--- src/rtl/decode_arb_pkg.sv ---
// Shared types and constants for the decode-stage arbiter slice.
package decode_arb_pkg;

  localparam int unsigned DEF_NUM_REQ        = 4;
  localparam int unsigned DEF_IDX_W          = 2;
  localparam int unsigned DEF_DATA_W         = 32;
  localparam int unsigned DEF_TIMEOUT_CYCLES = 64;

  // Result word returned to a requester whose instruction never completed
  localparam logic [31:0] TIMEOUT_ERR_DATA = 32'hDEAD_BEEF;

  typedef enum logic [2:0] {
    S_IDLE        = 3'd0,
    S_ISSUE       = 3'd1,
    S_WAIT_RESULT = 3'd2,
    S_RETURN      = 3'd3,
    S_ACK_DEC     = 3'd4
  } arb_state_e;

endpackage

--- src/rtl/rr_arbiter.sv ---
// Combinational round-robin search: first request after i_ptr, wrapping around.
module rr_arbiter #(
  parameter int unsigned NUM_REQ = 4,
  parameter int unsigned IDX_W   = 2
) (
  input  logic [NUM_REQ-1:0] i_req,
  input  logic [IDX_W-1:0]   i_ptr,
  input  logic               i_en,
  output logic [NUM_REQ-1:0] o_grant_c,
  output logic [IDX_W-1:0]   o_grant_idx_c,
  output logic               o_any_grant_c
);

  localparam int unsigned CW = IDX_W + 1;

  logic [CW-1:0] w_cand;

  // Walk from lowest to highest priority so the nearest request after i_ptr wins
  always_comb begin
    o_any_grant_c = 1'b0;
    o_grant_idx_c = '0;
    o_grant_c     = '0;
    w_cand        = '0;
    for (int i = NUM_REQ; i >= 1; i--) begin
      w_cand = {1'b0, i_ptr} + CW'(i);
      if (w_cand >= CW'(NUM_REQ)) begin
        w_cand = w_cand - CW'(NUM_REQ);
      end
      if (i_en && i_req[w_cand[IDX_W-1:0]]) begin
        o_any_grant_c = 1'b1;
        o_grant_idx_c = w_cand[IDX_W-1:0];
      end
    end
    if (o_any_grant_c) begin
      o_grant_c[o_grant_idx_c] = 1'b1;
    end
  end

endmodule

--- src/rtl/decode_stage_arbiter.sv ---
// Shares one MIPS32 decode/execute stage between NUM_REQ sources, one instruction in flight.
// Optional watchdog enabled by defining DECODE_STAGE_ARBITER_TIMEOUT_EN.
module decode_stage_arbiter
  import decode_arb_pkg::*;
#(
  parameter int unsigned NUM_REQ        = DEF_NUM_REQ,
  parameter int unsigned IDX_W          = DEF_IDX_W,
  parameter int unsigned DATA_W         = DEF_DATA_W,
  parameter int unsigned TIMEOUT_CYCLES = DEF_TIMEOUT_CYCLES
) (
  input  logic                      clk,
  input  logic                      reset_n,
  input  logic [NUM_REQ-1:0]        req_valid,
  input  logic [NUM_REQ*DATA_W-1:0] req_data,
  output logic [NUM_REQ-1:0]        req_ack,
  output logic [NUM_REQ-1:0]        rsp_valid,
  output logic [DATA_W-1:0]         rsp_data,
  output logic                      rsp_err,
  input  logic [NUM_REQ-1:0]        rsp_ack,
  output logic                      dec_dir,
  output logic [DATA_W-1:0]         dec_data,
  input  logic                      dec_ack_prev,
  input  logic                      dec_dor,
  input  logic [DATA_W-1:0]         dec_result,
  output logic                      dec_ack_next,
  output logic                      busy,
  output logic [IDX_W-1:0]          owner_idx
);

  if (NUM_REQ < 2 || NUM_REQ > 8 || (1 << IDX_W) < NUM_REQ || TIMEOUT_CYCLES < 2) begin : g_cfg_err
    $error("decode_stage_arbiter: unsupported parameter set");
  end

  arb_state_e           r_state;
  logic [IDX_W-1:0]     r_ptr;
  logic [IDX_W-1:0]     r_owner;
  logic [NUM_REQ-1:0]   r_req_ack;
  logic [NUM_REQ-1:0]   r_rsp_valid;
  logic [DATA_W-1:0]    r_rsp_data;
  logic                 r_rsp_err;
  logic                 r_dec_dir;
  logic [DATA_W-1:0]    r_dec_data;
  logic                 r_dec_ack_next;
  logic                 r_busy;

  logic [NUM_REQ-1:0]   w_grant;
  logic [IDX_W-1:0]     w_grant_idx;
  logic                 w_any_grant;
  logic [DATA_W-1:0]    w_sel_data;
  logic [NUM_REQ-1:0]   w_owner_onehot;
  logic                 w_owner_ack;

  rr_arbiter #(
    .NUM_REQ (NUM_REQ),
    .IDX_W   (IDX_W)
  ) u_rr (
    .i_req         (req_valid),
    .i_ptr         (r_ptr),
    .i_en          (r_state == S_IDLE),
    .o_grant_c     (w_grant),
    .o_grant_idx_c (w_grant_idx),
    .o_any_grant_c (w_any_grant)
  );

  // Instruction slice of the winning requester
  always_comb begin
    w_sel_data = '0;
    for (int i = 0; i < NUM_REQ; i++) begin
      if (w_grant_idx == IDX_W'(i)) begin
        w_sel_data = req_data[i*DATA_W +: DATA_W];
      end
    end
  end

  assign w_owner_onehot = NUM_REQ'(1) << r_owner;
  assign w_owner_ack    = rsp_ack[r_owner];

`ifdef DECODE_STAGE_ARBITER_TIMEOUT_EN
  localparam int unsigned CNT_W = $clog2(TIMEOUT_CYCLES) + 1;

  logic [CNT_W-1:0] r_tmo_cnt;
  logic             w_timeout;
  logic             w_progress;

  // Fires on the edge that completes TIMEOUT_CYCLES cycles since ISSUE entry
  assign w_timeout  = (r_tmo_cnt >= CNT_W'(TIMEOUT_CYCLES - 1));
  assign w_progress = (r_state == S_ISSUE && dec_ack_prev) ||
                      (r_state == S_WAIT_RESULT && dec_dor);
`endif

  always_ff @(posedge clk) begin
    if (!reset_n) begin
      r_state        <= S_IDLE;
      r_ptr          <= IDX_W'(NUM_REQ - 1);
      r_owner        <= '0;
      r_req_ack      <= '0;
      r_rsp_valid    <= '0;
      r_rsp_data     <= '0;
      r_rsp_err      <= 1'b0;
      r_dec_dir      <= 1'b0;
      r_dec_data     <= '0;
      r_dec_ack_next <= 1'b0;
      r_busy         <= 1'b0;
`ifdef DECODE_STAGE_ARBITER_TIMEOUT_EN
      r_tmo_cnt      <= '0;
`endif
    end else begin
      r_req_ack <= '0;
      case (r_state)
        S_IDLE: begin
          if (w_any_grant) begin
            r_req_ack  <= w_grant;
            r_dec_data <= w_sel_data;
            r_owner    <= w_grant_idx;
            r_ptr      <= w_grant_idx;
            r_dec_dir  <= 1'b1;
            r_busy     <= 1'b1;
            r_state    <= S_ISSUE;
`ifdef DECODE_STAGE_ARBITER_TIMEOUT_EN
            r_tmo_cnt  <= '0;
`endif
          end
        end
        S_ISSUE: begin
          if (dec_ack_prev) begin
            r_dec_dir <= 1'b0;
            r_state   <= S_WAIT_RESULT;
          end
        end
        S_WAIT_RESULT: begin
          if (dec_dor) begin
            r_rsp_data  <= dec_result;
            r_rsp_valid <= w_owner_onehot;
            r_rsp_err   <= 1'b0;
            r_state     <= S_RETURN;
          end
        end
        S_RETURN: begin
          if (w_owner_ack) begin
            r_rsp_valid    <= '0;
            r_dec_ack_next <= 1'b1;
            r_state        <= S_ACK_DEC;
`ifdef DECODE_STAGE_ARBITER_TIMEOUT_EN
            // Decoder never produced a result, so there is nothing to acknowledge
            if (r_rsp_err) begin
              r_rsp_err      <= 1'b0;
              r_dec_ack_next <= 1'b0;
              r_busy         <= 1'b0;
              r_state        <= S_IDLE;
            end
`endif
          end
        end
        S_ACK_DEC: begin
          if (!dec_dor) begin
            r_dec_ack_next <= 1'b0;
            r_busy         <= 1'b0;
            r_state        <= S_IDLE;
          end
        end
        default: begin
          r_busy  <= 1'b0;
          r_state <= S_IDLE;
        end
      endcase
`ifdef DECODE_STAGE_ARBITER_TIMEOUT_EN
      if (r_state == S_ISSUE || r_state == S_WAIT_RESULT) begin
        r_tmo_cnt <= r_tmo_cnt + CNT_W'(1);
        if (w_timeout && !w_progress) begin
          r_dec_dir   <= 1'b0;
          r_rsp_data  <= DATA_W'(TIMEOUT_ERR_DATA);
          r_rsp_err   <= 1'b1;
          r_rsp_valid <= w_owner_onehot;
          r_state     <= S_RETURN;
        end
      end
`endif
    end
  end

  assign req_ack      = r_req_ack;
  assign rsp_valid    = r_rsp_valid;
  assign rsp_data     = r_rsp_data;
  assign rsp_err      = r_rsp_err;
  assign dec_dir      = r_dec_dir;
  assign dec_data     = r_dec_data;
  assign dec_ack_next = r_dec_ack_next;
  assign busy         = r_busy;
  assign owner_idx    = r_owner;

endmodule

--- config.mk ---
export PLATFORM = sky130hd
export DESIGN_NAME = decode_stage_arbiter
export DESIGN_NICKNAME = d
export VERILOG_FILES = /design/src/rtl/decode_arb_pkg.sv /design/src/rtl/rr_arbiter.sv /design/src/rtl/decode_stage_arbiter.sv
export SDC_FILE = /design/constraint.sdc
export NUM_CORES = 1
export LEC_CHECK = 0
export BUFFER_PORTS_ARGS = -buffer_cell sky130_fd_sc_hd__buf_4
export CAP_MARGIN = 20
export CORE_ASPECT_RATIO = 1.75
export CORE_MARGIN = 1.5
export CORE_UTILIZATION = 39
export DETAILED_ROUTE_END_ITERATION = 16
export HOLD_SLACK_MARGIN = 0.03
export PLACE_DENSITY = 0.73
export SLEW_MARGIN = 20
export SYNTH_ARGS = -nofsm -noshare
export SYNTH_HDL_FRONTEND = slang
export SYNTH_SLANG_ARGS = --single-unit
--- constraint.sdc ---
create_clock -name clk -period 2.25 [get_ports clk]
set_clock_uncertainty 0.15 [all_clocks]
set_input_delay 0.225 -clock clk [delete_from_list [all_inputs] [get_ports clk]]
set_output_delay 0.225 -clock clk [all_outputs]
set_load 0.02 [all_outputs]
==> flow_summary.json <==
{
  "yosys.area_share.xor_xnor": 0,
  "synth_cells": 471,
  "path_cells": "or4_1 -> a21o_1 -> nand3_4 -> clkbuf_16 -> mux2_4 -> a221o_1",
  "synthFlopType": "dfxtp_1",
  "ys_async_sr_fraction": 0,
  "ys_ff_latch": 82,
  "slew_violations": 0,
  "synth_top_family_by_area": "compound AO/OA/AOI/OAI gates",
  "drtAntennaViolNets": 0,
  "num_antenna_cells": 0,
  "die_h_um": 139,
  "crit_fanout": 8,
  "ios": 250,
  "period_minus_slack_ns": 2.29,
  "min_delay_path_depth": 3,
  "yosys.area_share.simple": 0.174,
  "cp_top_family": "simple AND/OR/NAND/NOR gates",
  "endpoint_kind": "flip-flop",
  "routed-via-count": 4973,
  "drc": 0,
  "ys.warnings.count": 0,
  "wl_per_cell_um": 18.7,
  "cts-root-buf": "clkbuf_16",
  "synth_compound_gate_area_share": 0.267,
  "cts.htree.levels": 3,
  "drv_cap": 0,
  "synth_edf_count": 0,
  "synthDistinctLibCells": 43,
  "io_buffers": 248,
  "powerDensity_nw_per_um2": 689,
  "cts.sinks": 82,
  "n_fill_cell": 833,
  "synthAdderAreaFrac": 0,
  "grt_use_total": 0.282,
  "multiInputGateArea_sq_um": 2330,
  "layout_setup_ws_ns": -0.0449,
  "syn-num-nets": 643,
  "drt_iter0_markers": 242,
  "critPathRequiredTime_ns": 2.32,
  "fmax_mhz": 436,
  "worst_pin_slew_ns": 0.739,
  "fin_crit_sh": 1.02,
  "cts_tree": "yes",
  "regArea_sq_um": 1640,
  "grt_pass1_wl_um": 24900,
  "slowest_stage": "or4_1",
  "violations": "negative setup slack",
  "initial_core_util": 0.400,
  "grt_pass1_vias": 5092,
  "clkTransAtPathRegs_ns": 0.07,
  "syn_area_sq_um": 4100,
  "dr.pass1.iters": 5,
  "antenna_found_initial": 0,
  "nNetsFinal": 909,
  "viasPerCell": 5.72,
  "final_cells": 869,
  "clock_tree.buffer_depth": 2,
  "critical_path_arrival_ns": 2.36,
  "hpwl_um": 11200,
  "max_stage_delay_ns": 0.51,
  "overflow": 0,
  "path_buf_inv": 1,
  "area_delta_synth_final_pct": 68.1,
  "dp_slack_ns": -0.0401,
  "place_inst": 818,
  "grt_max_degree": 42,
  "setup_viol": 13,
  "cp_num_cells": 6,
  "finish.utilization": 0.673,
  "crit_path_start_kind": "flip-flop",
  "core_sq_um": 10200,
  "outcome": "complete, but fails checks",
  "die_w_um": 80.5,
  "clk_latency_ns": 0.34,
  "synth.avg_cell_area_sq_um": 8.71,
  "wirelength_um": 16200,
  "setup_tns_ns": -0.105,
  "leakage_nw": 3.07,
  "hold_path.class": "in -> reg",
  "cts_buffers": 9,
  "slew_headroom": 0.506,
  "die_area_sq_um": 11200,
  "drive_gt1_frac": 0.443,
  "timing_worst_setup_path_type": "reg -> reg",
  "ys_seq_area_frac": 0.400,
  "synthMuxAreaShare": 0.0934,
  "hold_viol_final": 0,
  "rsz0062_at_grt": "true",
  "gp_congestion": 0.843,
  "vdd_ir_drop_max_v": 0.000500,
  "num_rows": 49,
  "rr_worst_depth": 6
}
-- worst min-delay path: cells and delay by family --
kind	cells	cell delay, ns
buffers and inverters	1	0.10
AND/OR/NAND/NOR	1	0.07
AO/OA/AOI/OAI	1	0.11
-- Yosys cell counts, types with 2 or more instances --
| library cell | n | area (sq um) |
|---|---|---|
| mux2_2 | 4 | 45.0 |
| a221o_1 | 32 | 320 |
| o311ai_0 | 32 | 280 |
| inv_1 | 4 | 15.0 |
| or4_1 | 2 | 15.0 |
| nor3_1 | 4 | 20.0 |
| nor2_1 | 13 | 48.8 |
| nor2b_1 | 2 | 12.5 |
| and3_1 | 2 | 12.5 |
| a21o_1 | 2 | 15.0 |
| a21oi_1 | 73 | 365 |
| nand2_1 | 77 | 289 |
| buf_2 | 13 | 65.1 |
| buf_6 | 5 | 56.3 |
| clkbuf_1 | 31 | 116 |
| nand2b_1 | 3 | 18.8 |
| nand3_1 | 3 | 15.0 |
| nand4_1 | 32 | 200 |
| dfxtp_1 | 82 | 1640 |
| a22o_1 | 2 | 17.5 |
| o21ai_0 | 4 | 20.0 |
| mux2_1 | 28 | 315 |
-- kinds of logic (layout without fill, tap and decap cells) --
| group | Yosys count | after routing |
|---|---|---|
| AO/OA/AOI/OAI | 153 | 153 |
| buffers and inverters | 55 | 326 |
| flip-flops | 82 | 82 |
| multiplexers | 33 | 33 |
| other | 1 | 1 |
| AND/OR/NAND/NOR | 147 | 147 |
-- layer usage --
layer,global-route usage,vias to the layer above,share of wire
met2,0.506,268,0.53
met1,0.294,2341,0.35
li1,-,2320,-
met4,0.136,0,0.035
met5,0,-,0
met3,0.0750,44,0.082
-- state kept, by name, indices dropped and copies added, names as in the netlist --
name / cells
req_ack: 4
r_state: 3
dec_ack_next: 1
dec_dir: 1
busy: 1
dec_data: 32
r_ptr: 2
rsp_data: 32
owner_idx: 2
rsp_valid: 4
-- layout make-up --
type,instances,share of cell area
Timing Repair Buffer,306,0.355
Clock buffer,9,0.0327
Sequential cell,82,0.238
Clock inverter,7,0.00962
Multi-Input combinational cell,334,0.339
Tap cell,127,0.0231
Inverter,4,0.00218
-- metrics by stage --
| step | cell area (sq um) | total power, mW | hold slack [ns] |
|---|---|---|---|
| floorplan | 4100 | 2.49 | 0.147 |
| global placement | 6130 | 3.12 | 0.289 |
| detailed placement | 6130 | 3.16 | 0.298 |
| CTS | 6800 | 4.70 | 0.0386 |
| global route | 6890 | 4.95 | 0.0628 |
| finish | 6890 | 4.75 | 0.0503 |
-- power by group --
part,switching (mW),internal [mW]
clock,0.676,0.782
combinational,0.773,0.820
sequential,0.0994,1.60
total,1.55,3.20
-- timing repair --
item	in CTS	in global routing
gates cloned	0	1
hold buffers	34	0
pin swaps	0	1
endpoints found under the setup margin	28	31
buffers inserted	0	0
gates resized for setup	11	17
endpoints found under the hold margin	35	0
-- path summary, 6_finish.rpt --
path	start	endpoint	slack [ns]
setup / recovery	r_state[1]	dec_data[1]	-0.04
setup reg to reg	r_state[1]	dec_data[1]	-0.04
hold / removal	dec_dor	r_state[2]	0.05
hold reg to reg	rsp_data[0]	rsp_data[0]	0.31
-- cells in the final DEF (no fill, tap or decap), types with 2 or more instances in the layout --
cell,instances
nand4_1,32
o311ai_0,32
inv_6,4
nor2b_1,2
nand3_1,3
nand2b_1,3
o21ai_0,4
nor3_1,3
mux2_4,26
inv_1,4
a21oi_1,71
nor2_2,2
buf_4,267
a221o_1,32
nand2_1,77
clkbuf_16,10
and3_1,2
buf_12,4
dlygate4sd3_1,34
a22o_1,2
inv_8,2
or4_1,2
mux2_1,5
nor2_1,11
a21oi_4,2
dfxtp_1,81
a21o_1,2
Power figures use the tool's default switching activity.
